### config.mk
export PLATFORM = sky130hd
export DESIGN_NAME = turn_ctrl_flat
export DESIGN_NICKNAME = d
export VERILOG_FILES = /design/src/rtl/game_pkg.sv /design/src/rtl/turn_ctrl_if.sv /design/src/rtl/delay_timer.sv /design/src/rtl/turn_ctrl.sv /design/src/flat_wrapper.sv
export SDC_FILE = /design/constraint.sdc
export NUM_CORES = 1
export LEC_CHECK = 0
export ABC_AREA = 0
export CAP_MARGIN = 30
export CORE_MARGIN = 3
export CORE_UTILIZATION = 35
export DETAILED_ROUTE_END_ITERATION = 16
export PLACE_DENSITY = 0.58
export RECOVER_POWER = 25
export SLEW_MARGIN = 20
export SYNTH_ARGS = -nofsm -noshare
export SYNTH_HDL_FRONTEND = slang
export SYNTH_SLANG_ARGS = --single-unit
export TNS_END_PERCENT = 100
### constraint.sdc
create_clock -name clk60MHz -period 2.77 [get_ports clk60MHz]
set_input_delay 0.4155 -clock clk60MHz [delete_from_list [all_inputs] [get_ports clk60MHz]]
set_output_delay 0.4155 -clock clk60MHz [all_outputs]
set_load 0.02 [all_outputs]
### src/rtl/game_pkg.sv
// Shared types and constants for the cat/dog game-flow sequencer.
package game_pkg;

  typedef enum logic [2:0] {
    IDLE,
    AIM,
    THROW,
    SWITCH,
    GAME_OVER
  } state_t;

  localparam logic PLAYER_LEFT  = 1'b1;
  localparam logic PLAYER_RIGHT = 1'b0;

  localparam int HP_W = 4;

  // One hit point lost, never going below zero.
  function automatic logic [HP_W-1:0] hp_dec(input logic [HP_W-1:0] hp);
    return (hp == '0) ? '0 : hp - HP_W'(1);
  endfunction

endpackage

### src/rtl/turn_ctrl_if.sv
// Game-flow bus: player/projectile events in, turn and score status out.
interface turn_ctrl_if;
  import game_pkg::*;

  logic            start;
  logic            throw_req_l;
  logic            throw_req_r;
  logic            proj_landed;
  logic            proj_hit;
  logic            turn;
  logic            throw_flag;
  logic            left;
  logic            throw_launch;
  logic [HP_W-1:0] hp_l;
  logic [HP_W-1:0] hp_r;
  logic            game_over;
  logic            winner_l;

  // Game-board side: drives events, observes the sequencer.
  modport master (
    output start, throw_req_l, throw_req_r, proj_landed, proj_hit,
    input  turn, throw_flag, left, throw_launch, hp_l, hp_r, game_over, winner_l
  );

  // Sequencer side.
  modport slave (
    input  start, throw_req_l, throw_req_r, proj_landed, proj_hit,
    output turn, throw_flag, left, throw_launch, hp_l, hp_r, game_over, winner_l
  );

endinterface

### src/rtl/delay_timer.sv
// Up-counter with synchronous clear, count enable and a terminal-count flag.
// The count holds at the limit so it can never wrap.
module delay_timer #(
  parameter int W = 8
) (
  input  logic         clk60MHz,
  input  logic         rst_n,
  input  logic         clear,
  input  logic         enable,
  input  logic [W-1:0] limit,
  output logic         done
);

  logic [W-1:0] count_reg;

  assign done = (count_reg == limit);

  // Count towards the limit while enabled; clear restarts from zero.
  always_ff @(posedge clk60MHz or negedge rst_n) begin
    if (!rst_n) begin
      count_reg <= '0;
    end else if (clear) begin
      count_reg <= '0;
    end else if (enable && !done) begin
      count_reg <= count_reg + W'(1);
    end
  end

endmodule

### src/rtl/turn_ctrl.sv
// Turn sequencer for the two-player throwing game: grants turns, launches
// throws, resolves hits/misses/timeouts, keeps score and declares the winner.
module turn_ctrl
  import game_pkg::*;
#(
  parameter int MAX_HP        = 3,
  parameter int THROW_TIMEOUT = 300_000_000,
  parameter int SWITCH_DELAY  = 60_000_000
) (
  input logic        clk60MHz,
  input logic        rst_n,
  turn_ctrl_if.slave bus
);

  // One shared timer serves both the flight timeout and the turn pause.
  localparam int LONGEST = (THROW_TIMEOUT > SWITCH_DELAY) ? THROW_TIMEOUT : SWITCH_DELAY;
  localparam int TIMER_W = (LONGEST > 1) ? $clog2(LONGEST) : 1;

  localparam logic [TIMER_W-1:0] THROW_LAST  = TIMER_W'(THROW_TIMEOUT - 1);
  localparam logic [TIMER_W-1:0] SWITCH_LAST = TIMER_W'(SWITCH_DELAY - 1);
  localparam logic [HP_W-1:0]    HP_INIT     = HP_W'(MAX_HP);

  state_t          state_reg;
  logic            turn_reg;
  logic            throw_flag_reg;
  logic            left_reg;
  logic            launch_reg;
  logic            game_over_reg;
  logic            winner_l_reg;
  logic [HP_W-1:0] hp_l_reg;
  logic [HP_W-1:0] hp_r_reg;

  logic                valid_req;
  logic                hit;
  logic                throw_resolve;
  logic                switch_end;
  logic                timer_run;
  logic                timer_clear;
  logic                timer_done;
  logic                knockout;
  logic [TIMER_W-1:0]  timer_limit;
  logic [HP_W-1:0]     hp_opp;
  logic [HP_W-1:0]     hp_opp_next;

  // Request, resolution and scoring decisions for the current cycle.
  always_comb begin
    valid_req     = (left_reg == PLAYER_LEFT) ? bus.throw_req_l : bus.throw_req_r;
    hit           = bus.proj_landed && bus.proj_hit;
    // A landing and a timeout in the same cycle both resolve here; the hit
    // flag comes from proj_landed, so the landing wins.
    throw_resolve = (state_reg == THROW) && (bus.proj_landed || timer_done);
    switch_end    = (state_reg == SWITCH) && timer_done;
    timer_run     = (state_reg == THROW) || (state_reg == SWITCH);
    // Held at zero outside the timed states and zeroed on every exit, so each
    // timed state starts counting from zero.
    timer_clear   = !timer_run || throw_resolve || switch_end;
    timer_limit   = (state_reg == SWITCH) ? SWITCH_LAST : THROW_LAST;
    hp_opp        = (left_reg == PLAYER_LEFT) ? hp_r_reg : hp_l_reg;
    hp_opp_next   = hit ? hp_dec(hp_opp) : hp_opp;
    knockout      = hit && (hp_opp_next == '0);
  end

  delay_timer #(
    .W(TIMER_W)
  ) u_timer (
    .clk60MHz (clk60MHz),
    .rst_n    (rst_n),
    .clear    (timer_clear),
    .enable   (timer_run),
    .limit    (timer_limit),
    .done     (timer_done)
  );

  // Game-flow FSM with all outputs registered alongside the state.
  always_ff @(posedge clk60MHz or negedge rst_n) begin
    if (!rst_n) begin
      state_reg      <= IDLE;
      turn_reg       <= 1'b0;
      throw_flag_reg <= 1'b0;
      left_reg       <= PLAYER_LEFT;
      launch_reg     <= 1'b0;
      game_over_reg  <= 1'b0;
      winner_l_reg   <= 1'b0;
      hp_l_reg       <= '0;
      hp_r_reg       <= '0;
    end else begin
      launch_reg <= 1'b0;
      case (state_reg)
        IDLE, GAME_OVER: begin
          if (bus.start) begin
            hp_l_reg      <= HP_INIT;
            hp_r_reg      <= HP_INIT;
            left_reg      <= PLAYER_LEFT;
            turn_reg      <= 1'b1;
            game_over_reg <= 1'b0;
            winner_l_reg  <= 1'b0;
            state_reg     <= AIM;
          end
        end
        AIM: begin
          if (valid_req) begin
            turn_reg       <= 1'b0;
            throw_flag_reg <= 1'b1;
            launch_reg     <= 1'b1;
            state_reg      <= THROW;
          end
        end
        THROW: begin
          if (throw_resolve) begin
            throw_flag_reg <= 1'b0;
            if (left_reg == PLAYER_LEFT) begin
              hp_r_reg <= hp_opp_next;
            end else begin
              hp_l_reg <= hp_opp_next;
            end
            if (knockout) begin
              // The thrower just emptied the opponent, so the thrower wins.
              game_over_reg <= 1'b1;
              winner_l_reg  <= (left_reg == PLAYER_LEFT);
              state_reg     <= GAME_OVER;
            end else begin
              state_reg <= SWITCH;
            end
          end
        end
        SWITCH: begin
          if (switch_end) begin
            left_reg  <= (left_reg == PLAYER_LEFT) ? PLAYER_RIGHT : PLAYER_LEFT;
            turn_reg  <= 1'b1;
            state_reg <= AIM;
          end
        end
        default: begin
          turn_reg       <= 1'b0;
          throw_flag_reg <= 1'b0;
          game_over_reg  <= 1'b0;
          state_reg      <= IDLE;
        end
      endcase
    end
  end

  assign bus.turn         = turn_reg;
  assign bus.throw_flag   = throw_flag_reg;
  assign bus.left         = left_reg;
  assign bus.throw_launch = launch_reg;
  assign bus.hp_l         = hp_l_reg;
  assign bus.hp_r         = hp_r_reg;
  assign bus.game_over    = game_over_reg;
  assign bus.winner_l     = winner_l_reg;

endmodule

### src/flat_wrapper.sv
// flat-port wrapper written by rule: the top's interface ports become plain ports
module turn_ctrl_flat import game_pkg::*;
#(
  parameter int MAX_HP        = 3,
  parameter int THROW_TIMEOUT = 300_000_000,
  parameter int SWITCH_DELAY  = 60_000_000
)
  (clk60MHz, rst_n, bus_start, bus_throw_req_l, bus_throw_req_r, bus_proj_landed, bus_proj_hit, bus_turn, bus_throw_flag, bus_left, bus_throw_launch, bus_hp_l, bus_hp_r, bus_game_over, bus_winner_l);
  turn_ctrl_if bus_i ();
  input logic clk60MHz;
  input logic rst_n;
  input wire logic [$bits(bus_i.start)-1:0] bus_start;
  input wire logic [$bits(bus_i.throw_req_l)-1:0] bus_throw_req_l;
  input wire logic [$bits(bus_i.throw_req_r)-1:0] bus_throw_req_r;
  input wire logic [$bits(bus_i.proj_landed)-1:0] bus_proj_landed;
  input wire logic [$bits(bus_i.proj_hit)-1:0] bus_proj_hit;
  output wire logic [$bits(bus_i.turn)-1:0] bus_turn;
  output wire logic [$bits(bus_i.throw_flag)-1:0] bus_throw_flag;
  output wire logic [$bits(bus_i.left)-1:0] bus_left;
  output wire logic [$bits(bus_i.throw_launch)-1:0] bus_throw_launch;
  output wire logic [$bits(bus_i.hp_l)-1:0] bus_hp_l;
  output wire logic [$bits(bus_i.hp_r)-1:0] bus_hp_r;
  output wire logic [$bits(bus_i.game_over)-1:0] bus_game_over;
  output wire logic [$bits(bus_i.winner_l)-1:0] bus_winner_l;
  assign bus_i.start = bus_start;
  assign bus_i.throw_req_l = bus_throw_req_l;
  assign bus_i.throw_req_r = bus_throw_req_r;
  assign bus_i.proj_landed = bus_proj_landed;
  assign bus_i.proj_hit = bus_proj_hit;
  assign bus_turn = bus_i.turn;
  assign bus_throw_flag = bus_i.throw_flag;
  assign bus_left = bus_i.left;
  assign bus_throw_launch = bus_i.throw_launch;
  assign bus_hp_l = bus_i.hp_l;
  assign bus_hp_r = bus_i.hp_r;
  assign bus_game_over = bus_i.game_over;
  assign bus_winner_l = bus_i.winner_l;
  turn_ctrl #(.MAX_HP(MAX_HP), .THROW_TIMEOUT(THROW_TIMEOUT), .SWITCH_DELAY(SWITCH_DELAY)) u_core (.clk60MHz(clk60MHz), .rst_n(rst_n), .bus(bus_i));
endmodule
==> results by group, run 1 <==
Run status
  – Status: finished, final reports clean

Synthesis
  – Largest cells by area after synthesis: dfrtp_1 41%, xor2_1 7.1%, nor2_1 5.8%
  – Synthesized area: 2710 µm²
  – Yosys warns: 0
  – Register bit total from synthesis: 46
  – Complex-gate fraction of the synthesized area: 14.9%
  – Post-synthesis instance total: 285
  – Post-synth top area share: 41.5%
  – Post-Synth XOR/XNOR Area: 8.71%
  – Synth Net Count: 293
  – Post-synthesis mux area share: 2.72%
  – Adder-Cell Fraction of Synth Area: 0.461%
  – Post-synth top flop: dfrtp_1
  – Largest family of logic cells by synthesized area: simple AND/OR/NAND/NOR gates
  – Post-synthesis simple-gate area fraction: 26.1%
  – Sequential-to-total area share from yosys stat: 42.5%
  – Distinct cell type count of the synthesized netlist: 62
  – Post-synth ARST share: 100%
  – Syn_area_per_cell: 9.52 µm²
  – Cell taking the most area after synthesis: dfrtp_1
  – Post-synth EDFFs: 0

Power and ir drop
  – Reg power frac: 47.6%
  – Psw: 0.000623 W
  – PD cells: 597 nW/µm²
  – Clock power share: 23.5%
  – Gate power share: 28.8%
  – Tot Pwr: 0.00184 W
  – Pint: 0.00122 W
  – LEAKAGE: 1.34 nW
  – Sw Share: 33.9%
  – Max VDD drop: 0.000215 V

Final layout
  – Max FFs per register: 29
  – Antenna cells: 0
  – Final instance count without filler cells: 407
  – Post-layout util: 41.8%
  – Area added between synthesis and finish: 13.5%
  – Layout cell share with drive strength beyond 1: 11.0%
  – Nets: 315
  – Most common cell after layout, fill and taps aside: dfrtp_1
  – Commonest non-fill, non-tap cells in the layout: 45 x dfrtp_1, 42 x nor2_1, 22 x xor2_1

Die
  – Die Wd: 94.1 µm
  – Rows: 31
  – Io pins: 21
  – Die Area: 8850 µm²
  – Starting density of the core: 36.8%
  – Core box area: 7370 µm²
  – Die Y: 94.1 µm

Routing
  – Via count: 2,222
  – Vias/cell: 5.46
  – Initial DRT Pass Iterations: 5
  – Total Wirelength: 5970 µm
  – DRC: 0
  – Avg WL per Cell: 14.7 µm
  – DRT antenna net count: 0
  – DRT iter0 DRCs: 78

Timing
  – Setup ws final: 0.429 ns
  – Relative slew slack: 22.7%
  – # setup viols final: 0
  – Pins Over Slew Limit: 0
  – Final hold violation count: 0
  – Fin Clk Skew: 0.0164 ns
  – Max Freq: 427 MHz
  – Final min period: 2.34 ns
  – Tcrit/Tclk final: 84.5%
  – Slew @ Worst Pin: 1.16 ns
  – RSZ-0062 raised after global routing: no
  – Setup TNS: 0 ns

CTS
  – CTS tree: done
  – Postcts setup bufs: 0
  – Clock-pin slew on the worst setup and hold paths: 0.09 ns
  – Post-CTS Resized: 0
  – H-tree levels: 2
  – Clock Sinks: 46
  – Clk buf depth: 2
  – CTS buffer count: 5
  – Root buffer cell: clkbuf_8
  – Post-CTS Hold Fix Bufs: 0
  – Clk Latency, worst-skew pair: 0.30 ns

GRT
  – Initial antenna violation count: 0
  – Grt ovf: 0
  – Pin count of the biggest net entering global routing: 30
  – First-pass GRT wire length: 10,600 µm
  – All-layer global routing usage: 14.8%
  – Vias in the first global route: 2,181

Worst setup path
  – Reg2reg path depth: 5
  – Internal reg-to-reg setup slack: 0.43 ns
  – R2r endpoint: u_core.bus.hp_r[2]
  – CP Launch Point: u_core.bus.left
  – Crit-path max FO: 20
  – Critical path required time: 2.94 ns
  – Arr. time, crit path: 2.51 ns
  – CP endpoint kind: register
  – Critical R2R Launch: u_core.bus.left
  – Setup CP Type: register to register
  – Startpoint types: register

Flow run
  – Max Cap Viol: 0

Place
  – HPWL after DPL: 4160 µm
  – Dpl ws: 0.477 ns
  – Dpl cells: 399
  – RD Place Congestion: 0.826
  – # port buffers: 20

Worst hold path
  – Hold Crit Class: primary input to asynchronous set/reset pin
==> worst max-delay path by stage <==
stage | to | slack, ns | cells past startpoint
final | u_core.bus.hp_r[2] | 0.43 | 5
after global routing | u_core.u_timer.count_reg[2] | 0.28 | 8
after CTS | u_core.bus.hp_r[2] | 0.44 | 5
after detailed placement | u_core.bus.hp_r[2] | 0.48 | 5
after global placement | u_core.bus.hp_r[2] | 0.49 | 5
after floorplan | u_core.bus.hp_l[2] | 0.66 | 6
==> area by class of cell <==
type                       instances  area, µm²
clock buffer                       7       86.3
clock inverter                     1       5.00
fill                             718       4290
inverter                           7       26.3
multi-input combinational        219       1440
sequential                        46       1150
tap                               99        124
timing repair buffer              28        251
==> kinds of logic after synthesis <==
logic type,Yosys count
AOI/OAI and AO/OA,52
xor gates and xnor gates,27
and+or+nand+nor,132
DFF,46
buffers and inverters,20
adders and majority gates,1
muxes,7
==> worst max-delay path: stages, from the launching register on <==
cell and delay (ns):
dfstp_2 0.80, mux2_2 0.44, o311ai_1 0.27, a21bo_2 0.26
o211a_1 0.12, a311o_1 0.32
==> cell usage after synthesis, drive strengths merged (2+ instances only) <==
library cell / number
a311o: 2
xor2: 22
dfrtp: 45
clkbuf: 5
mux2: 3
nand2: 21
inv: 7
o21ai: 11
nand3: 14
o21a: 5
o31a: 2
a2bb2oi: 3
mux2i: 4
nor2: 42
nand3b: 2
a31oi: 5
or3: 4
nor4: 6
and2b: 2
nand4: 12
o41ai: 5
and3: 3
nor3b: 2
xnor2: 5
and4: 3
nor3: 8
buf: 8
and4bb: 2
a21oi: 6
nor2b: 4
o211a: 3
==> through the flow <==
stage	hold WS, ns	cell area (µm²)
after floorplan	0.120	2710
after global placement	0.392	2990
after detailed placement	0.404	2990
after CTS	0.0760	3080
after global routing	0.416	3080
final	0.322	3080
==> power by group through the flow <==
| stage | combinational (W) | sequential (W) | clock [W] |
|---|---|---|---|
| floorplan | 0.000286 | 0.000929 | 0 |
| global placement | 0.000532 | 0.000883 | 0 |
| detailed placement | 0.000535 | 0.000890 | 0 |
| CTS | 0.000537 | 0.000877 | 0.000450 |
| global route | 0.000597 | 0.000894 | 0.000481 |
| finish | 0.000531 | 0.000876 | 0.000432 |
==> routing by layer <==
metal | wire length [µm] | GRT usage, % | up-vias
met2 | 2770 | 23.3 | 49
met3 | 246 | 2.88 | 11
li1 | - | - | 1084
met1 | 2860 | 20.3 | 1078
met4 | 97 | 5.42 | 0
met5 | 0 | 0 | -
Power figures use the tool's default switching activity.
==> inputs of run 2 (changes only) <==
--- a/config.mk
+++ b/config.mk
@@ -10,7 +10,7 @@
 export CORE_MARGIN = 3
 export CORE_UTILIZATION = 35
 export DETAILED_ROUTE_END_ITERATION = 16
-export PLACE_DENSITY = 0.58
+export PLACE_DENSITY = 0.6
 export RECOVER_POWER = 25
 export SLEW_MARGIN = 20
 export SYNTH_ARGS = -nofsm -noshare
==> constraint.sdc (replaced) <==
create_clock -name clk60MHz -period 2.05 [get_ports clk60MHz]
set_input_delay 0.3075 -clock clk60MHz [delete_from_list [all_inputs] [get_ports clk60MHz]]
set_output_delay 0.3075 -clock clk60MHz [all_outputs]
set_load 0.02 [all_outputs]
==> results by group, run 2 (synthesis gave the netlist of run 1 again) <==
Timing
  – Pins Over Slew Limit: 0
  – Fin Clk Skew: 0.00676 ns
  – Max Freq: 506 MHz
  – Relative slew slack: 15.0%
  – RSZ-0062 raised after global routing: no
  – Tcrit/Tclk final: 96.4%
  – Final min period: 1.98 ns
  – Setup ws final: 0.0748 ns
  – Slew @ Worst Pin: 1.28 ns
  – # setup viols final: 0
  – Hold WS: 0.504 ns
  – Final hold violation count: 0

Routing
  – Total Wirelength: 6370 µm
  – DRT iter0 DRCs: 82
  – Avg WL per Cell: 14.6 µm
  – DRC: 0
  – Vias/cell: 5.32
  – Via count: 2,331
  – DRT antenna net count: 0
  – Initial DRT Pass Iterations: 6

Die
  – Die Area: 8850 µm²
  – Starting density of the core: 36.8%
  – Core box area: 7370 µm²
  – Rows: 31
  – Die Wd: 94.1 µm
  – Die Y: 94.1 µm
  – Io pins: 21

Place
  – HPWL after DPL: 4530 µm
  – # port buffers: 20
  – Dpl ws: -0.0343 ns
  – RD Place Congestion: 0.829

CTS
  – H-tree levels: 2
  – Clock-pin slew on the worst setup and hold paths: 0.09 ns
  – CTS buffer count: 5
  – Root buffer cell: clkbuf_8
  – Clock Sinks: 46
  – CTS tree: done
  – Clk buf depth: 2
  – Clk Latency, worst-skew pair: 0.30 ns

Power and ir drop
  – Gate power share: 32.3%
  – Max VDD drop: 0.000282 V
  – Sw Share: 34.3%
  – Pint: 0.00171 W
  – PD cells: 767 nW/µm²
  – Psw: 0.000890 W
  – LEAKAGE: 1.48 nW
  – Reg power frac: 45.6%
  – Clock power share: 22.1%

Worst setup path
  – Critical path required time: 2.24 ns
  – Slowest CP cell: dfstp_2
  – Worst path max stage delay: 0.60 ns
  – Startpoint types: register
  – Crit-path cells: mux2_4 > o311ai_1 > a21bo_2 > o211a_1 > a311o_1
  – CP endpoint kind: register
  – Arr. time, crit path: 2.16 ns
  – Setup CP Type: register to register
  – Crit-path max FO: 5

Worst hold path
  – Hold Crit Class: register to register

Final layout
  – Antenna cells: 0
  – Max FFs per register: 29
  – Area added between synthesis and finish: 24.8%
  – Most common cell after layout, fill and taps aside: dfrtp_1
  – Seq. cell area: 1150 µm²
  – # fillers: 711
  – Post-layout util: 45.9%
  – Layout cell share with drive strength beyond 1: 19.8%
  – Commonest non-fill, non-tap cells in the layout: 45 x dfrtp_1, 42 x nor2_1, 34 x buf_4
  – Nets: 346
  – Multi-input logic area: 1460 µm²

Run status
  – Status: finished, final reports clean

GRT
  – Grt ovf: 0
  – Vias in the first global route: 2,353
  – Initial antenna violation count: 0
  – All-layer global routing usage: 15.8%
  – First-pass GRT wire length: 11,300 µm
  – Pin count of the biggest net entering global routing: 30

Flow run
  – Max Cap Viol: 0
==> run 2: cell count changes in the layout (fill, tap and decap cells not counted), sizes merged <==
| cell | delta |
|---|---|
| clkdlybuf4s50 | -1 |
| buf | +31 |
| clkinv | +1 |
| dlygate4sd3 | +1 |
| clkinvlp | +1 |
| dlygate4sd2 | +1 |
| clkbuf | -3 |
==> run 2: final timing paths <==
| check | start | endpoint | slack [ns] | cells after the start |
|---|---|---|---|---|
| max in group asynchronous | rst_n | u_core.bus.left | 0.43 | 3 |
| worst min-delay path | u_core.bus.winner_l | u_core.bus.winner_l | 0.50 | 1 |
| worst min register to register | u_core.bus.winner_l | u_core.bus.winner_l | 0.50 | 1 |
| min in group asynchronous | rst_n | u_core.state_reg[2] | 0.80 | 2 |
| worst max register to register | u_core.bus.left | u_core.bus.hp_l[2] | 0.07 | 5 |
| worst max-delay path | u_core.bus.left | u_core.bus.hp_l[2] | 0.07 | 5 |
==> run 2: metrics by stage <==
stage                     TNS [ns]  instance area (µm²)  std cells  power, W
after floorplan            -0.0177                 2720        285   0.00165
after global placement     -0.0255                 3240        427   0.00204
after detailed placement   -0.0561                 3240        427   0.00204
after global routing             0                 3390        438   0.00279
final                            0                 3390        438   0.00260
after CTS                        0                 3340        436   0.00262
==> run 2: critical path, delay by kind of cell (launching register included) <==
family | cells | cell delay [ns]
flip-flops | 1 | 0.60
AO/OA/AOI/OAI | 4 | 0.95
multiplexers | 1 | 0.33
==> run 2: what timing repair did <==
action                                 4_1_cts  5_1_grt
endpoints found under the hold margin       21        0
gates resized for setup                      2        3
buffers inserted                             0        2
setup endpoints to repair                    3        5
hold buffers                                 1        0
pin swaps                                    0        5
==> run 2: area by class of cell <==
type	instances	share of cell area [%]
flip-flops and latches	46	34.0
multi-input cells	219	43.2
repair buffers	59	15.6
clock inverters	3	0.628
well taps	99	3.66
clock buffers	5	2.03
inverters	7	0.776
==> run 2: power by group through the flow <==
stage	combinational (W)	sequential (W)	clock (W)
floorplan	0.000398	0.00126	0
global placement	0.000836	0.00120	0
detailed placement	0.000838	0.00120	0
CTS	0.000842	0.00118	0.000594
global route	0.000933	0.00121	0.000645
finish	0.000838	0.00118	0.000573
==> run 2: layer usage <==
| metal | wire length, µm | part of all wire (%) | track usage, % |
|---|---|---|---|
| met1 | 2960 | 46 | 21.3 |
| met2 | 3100 | 49 | 26.3 |
| met3 | 250 | 3.9 | 2.64 |
| met5 | 0 | 0 | 0 |
| met4 | 63 | 0.99 | 3.73 |
==> inputs of run 3 (changes only) <==
--- a/config.mk
+++ b/config.mk
@@ -15,5 +15,6 @@
 export SLEW_MARGIN = 20
 export SYNTH_ARGS = -nofsm -noshare
 export SYNTH_HDL_FRONTEND = slang
+export SYNTH_HIERARCHICAL = 1
 export SYNTH_SLANG_ARGS = --single-unit
 export TNS_END_PERCENT = 100
==> results by group, run 3 <==
Timing
  – Setup ws final: -0.420 ns
  – Slew @ Worst Pin: 1.18 ns
  – Max Freq: 405 MHz
  – Final min period: 2.47 ns
  – Relative slew slack: 21.3%
  – # setup viols final: 43
  – Final hold violation count: 0
  – RSZ-0062 raised after global routing: yes
  – Fin Clk Skew: 0.00896 ns
  – Tcrit/Tclk final: 120%
  – Hold WS: 0.511 ns
  – Pins Over Slew Limit: 0

Final layout
  – Commonest non-fill, non-tap cells in the layout: 69 x buf_4, 45 x dfrtp_1, 32 x xor2_1
  – Design area: 4560 µm²
  – Nets: 451
  – Max FFs per register: 29
  – Most common cell after layout, fill and taps aside: buf_4
  – Layout cell share with drive strength beyond 1: 39.6%
  – Area added between synthesis and finish: 53.5%
  – # fillers: 690
  – Antenna cells: 0

Place
  – HPWL after DPL: 5780 µm
  – Cell Area, Placed: 3940 µm²
  – RD Place Congestion: 0.838
  – # port buffers: 20

Power and ir drop
  – Max VDD drop: 0.000498 V
  – LEAKAGE: 2.00 nW
  – PD cells: 1020 nW/µm²
  – Psw: 0.00173 W
  – Pint: 0.00290 W
  – Gate power share: 60.0%
  – Reg power frac: 25.0%
  – Sw Share: 37.4%
  – Clock power share: 14.9%

Worst hold path
  – Hold Crit Class: register to register
  – Min-delay src: u_core/bus.game_over
  – Worst hold stages: 1
  – Worst Hold End: u_core/bus.game_over

Worst setup path
  – Reg2reg path depth: 15
  – Critical R2R Launch: u_core/state_reg[1]
  – Arr. time, crit path: 2.72 ns
  – Setup CP Type: register to register
  – Critical path required time: 2.30 ns
  – Crit-path max FO: 7
  – CP endpoint kind: register
  – Startpoint types: register
  – Internal reg-to-reg setup slack: -0.42 ns
  – R2r endpoint: u_core/u_timer/count_reg[8]

Synthesis
  – Syn_area_per_cell: 9.43 µm²
  – Post-synth ARST share: 100%
  – Register bit total from synthesis: 46
  – Most common cell in the netlist: dfrtp_1
  – Distinct cell type count of the synthesized netlist: 56
  – Post-synthesis instance total: 315
  – Commonest cells post-synth: 45 x dfrtp_1, 33 x xor2_1, 23 x a21oi_1, 19 x nor2_1, 18 x nand2_1
  – Post-synth EDFFs: 0
  – Sequential-to-total area share from yosys stat: 38.8%
  – Yosys warns: 6
  – Largest cells by area after synthesis: dfrtp_1 38%, xor2_1 9.7%, mux2_2 5.3%
  – Post-synth top flop: dfrtp_1
  – Post-synth top area share: 37.9%
  – Cell taking the most area after synthesis: dfrtp_1
  – Synthesized area: 2970 µm²

CTS
  – Clock-pin slew on the worst setup and hold paths: 0.09 ns
  – Clk Latency, worst-skew pair: 0.31 ns
  – Root buffer cell: clkbuf_8
  – Clk buf depth: 2
  – Clock Sinks: 46
  – H-tree levels: 2
  – CTS buffer count: 5
  – CTS tree: done

Routing
  – Avg WL per Cell: 15.9 µm
  – DRC: 0
  – DRT iter0 DRCs: 135
  – Vias/cell: 5.33
  – Total Wirelength: 8660 µm
  – Initial DRT Pass Iterations: 4
  – DRT antenna net count: 0
  – Via count: 2,908

Die
  – Die Y: 98.1 µm
  – Die Area: 9630 µm²
  – Die Wd: 98.1 µm
  – Core box area: 7970 µm²
  – Io pins: 21
  – Starting density of the core: 37.3%
  – Rows: 32

GRT
  – All-layer global routing usage: 17.7%
  – Initial antenna violation count: 0
  – Vias in the first global route: 2,998
  – Pin count of the biggest net entering global routing: 47
  – First-pass GRT wire length: 14,200 µm
  – Grt ovf: 0

Flow run
  – Max Cap Viol: 0

Run status
  – Failing checks: setup timing
  – Status: finished with violations
[run 3: changes by cell type in the layout (fill, tap and decap cells not counted), sizes merged, moves of 15 or more]
cell	change
or4	+16
nor2	-23
buf	+54
conb	+21
o31ai	+15
a21oi	+17
[run 3: worst max path at each step]
stage / from / to
after floorplan: u_core/state_reg[1] / u_core/bus.hp_l[0]
after global placement: u_core/state_reg[1] / u_core/bus.hp_l[0]
after detailed placement: u_core/state_reg[1] / u_core/bus.hp_l[3]
after CTS: u_core/state_reg[1] / u_core/bus.hp_l[3]
after global routing: u_core/state_reg[1] / u_core/bus.hp_l[3]
final: u_core/state_reg[1] / u_core/u_timer/count_reg[8]
[run 3: cell type report]
type / instances / area, µm² / area share, %
clock inverters: 2 / 37.5 / 0.823
repair buffers: 115 / 1110 / 24.4
inverters: 6 / 30.0 / 0.659
well taps: 102 / 128 / 2.80
multi-input cells: 269 / 2030 / 44.5
clock buffers: 6 / 72.6 / 1.59
flip-flops and latches: 46 / 1150 / 25.3
[run 3: metrics by stage]
| step | cells | util (%) | setup TNS (ns) | worst slack [ns] | power [W] |
|---|---|---|---|---|---|
| 2_1_floorplan | 334 | - | -18.08 | -0.678 | 0.00237 |
| 3_3_place_gp | 519 | 49.4 | -9.88 | -0.384 | 0.00310 |
| 3_5_place_dp | 519 | 49.4 | -12.65 | -0.471 | 0.00313 |
| 4_1_cts | 539 | 54.9 | -10.94 | -0.461 | 0.00435 |
| 5_1_grt | 546 | 57.2 | -18.81 | -0.567 | 0.00489 |
| 6_report | 546 | 57.2 | -11.88 | -0.420 | 0.00463 |
[run 3: routing by layer]
layer	share of wire (%)	vias up	track usage, %
met5	0	-	0
met4	1.6	0	5.64
met3	3.4	15	3.14
met2	51	69	31.2
met1	44	1416	21.9
li1	-	1408	-
[run 3: critical path, cell delays in order (launching register included)]
cell and delay [ns]:
dfrtp_1 0.43, inv_6 0.04, nor2_4 0.10, nand2_4 0.09, inv_4 0.09, xor2_1 0.15, nor4_1 0.07, nand4_1 0.17
nor2_4 0.05, buf_4 0.13, buf_6 0.12, a21oi_4 0.14, nand2_4 0.09, buf_12 0.14, or4_1 0.51, nand2_1 0.07
[run 3: cells by family (layout without fill, tap and decap cells)]
group | Yosys count | in the layout | share of synthesized area [%]
AOI/OAI and AO/OA | 76 | 76 | 16.4
adders and majority gates | 1 | 1 | 0.421
DFF | 46 | 46 | 38.8
other | 2 | 21 | 0.253
xor gates and xnor gates | 33 | 33 | 9.73
and+or+nand+nor | 120 | 120 | 23.5
buffers and inverters | 19 | 129 | 4.04
muxes | 18 | 18 | 6.82
[run 3: repair_timing]
action	in CTS	in global routing
hold buffers	1	0
hold endpoints to repair	45	0
buffers inserted	8	7
gates cloned	3	2
pin swaps	32	21
setup endpoints to repair	44	45
resized for setup	44	31
[run 3: power groups by stage]
stage	clock network (W)	registers [W]	logic (W)
2_1_floorplan	0	0.00124	0.00112
3_3_place_gp	0	0.00117	0.00192
3_5_place_dp	0	0.00118	0.00195
4_1_cts	0.000710	0.00116	0.00248
5_1_grt	0.000750	0.00118	0.00296
6_report	0.000692	0.00116	0.00278
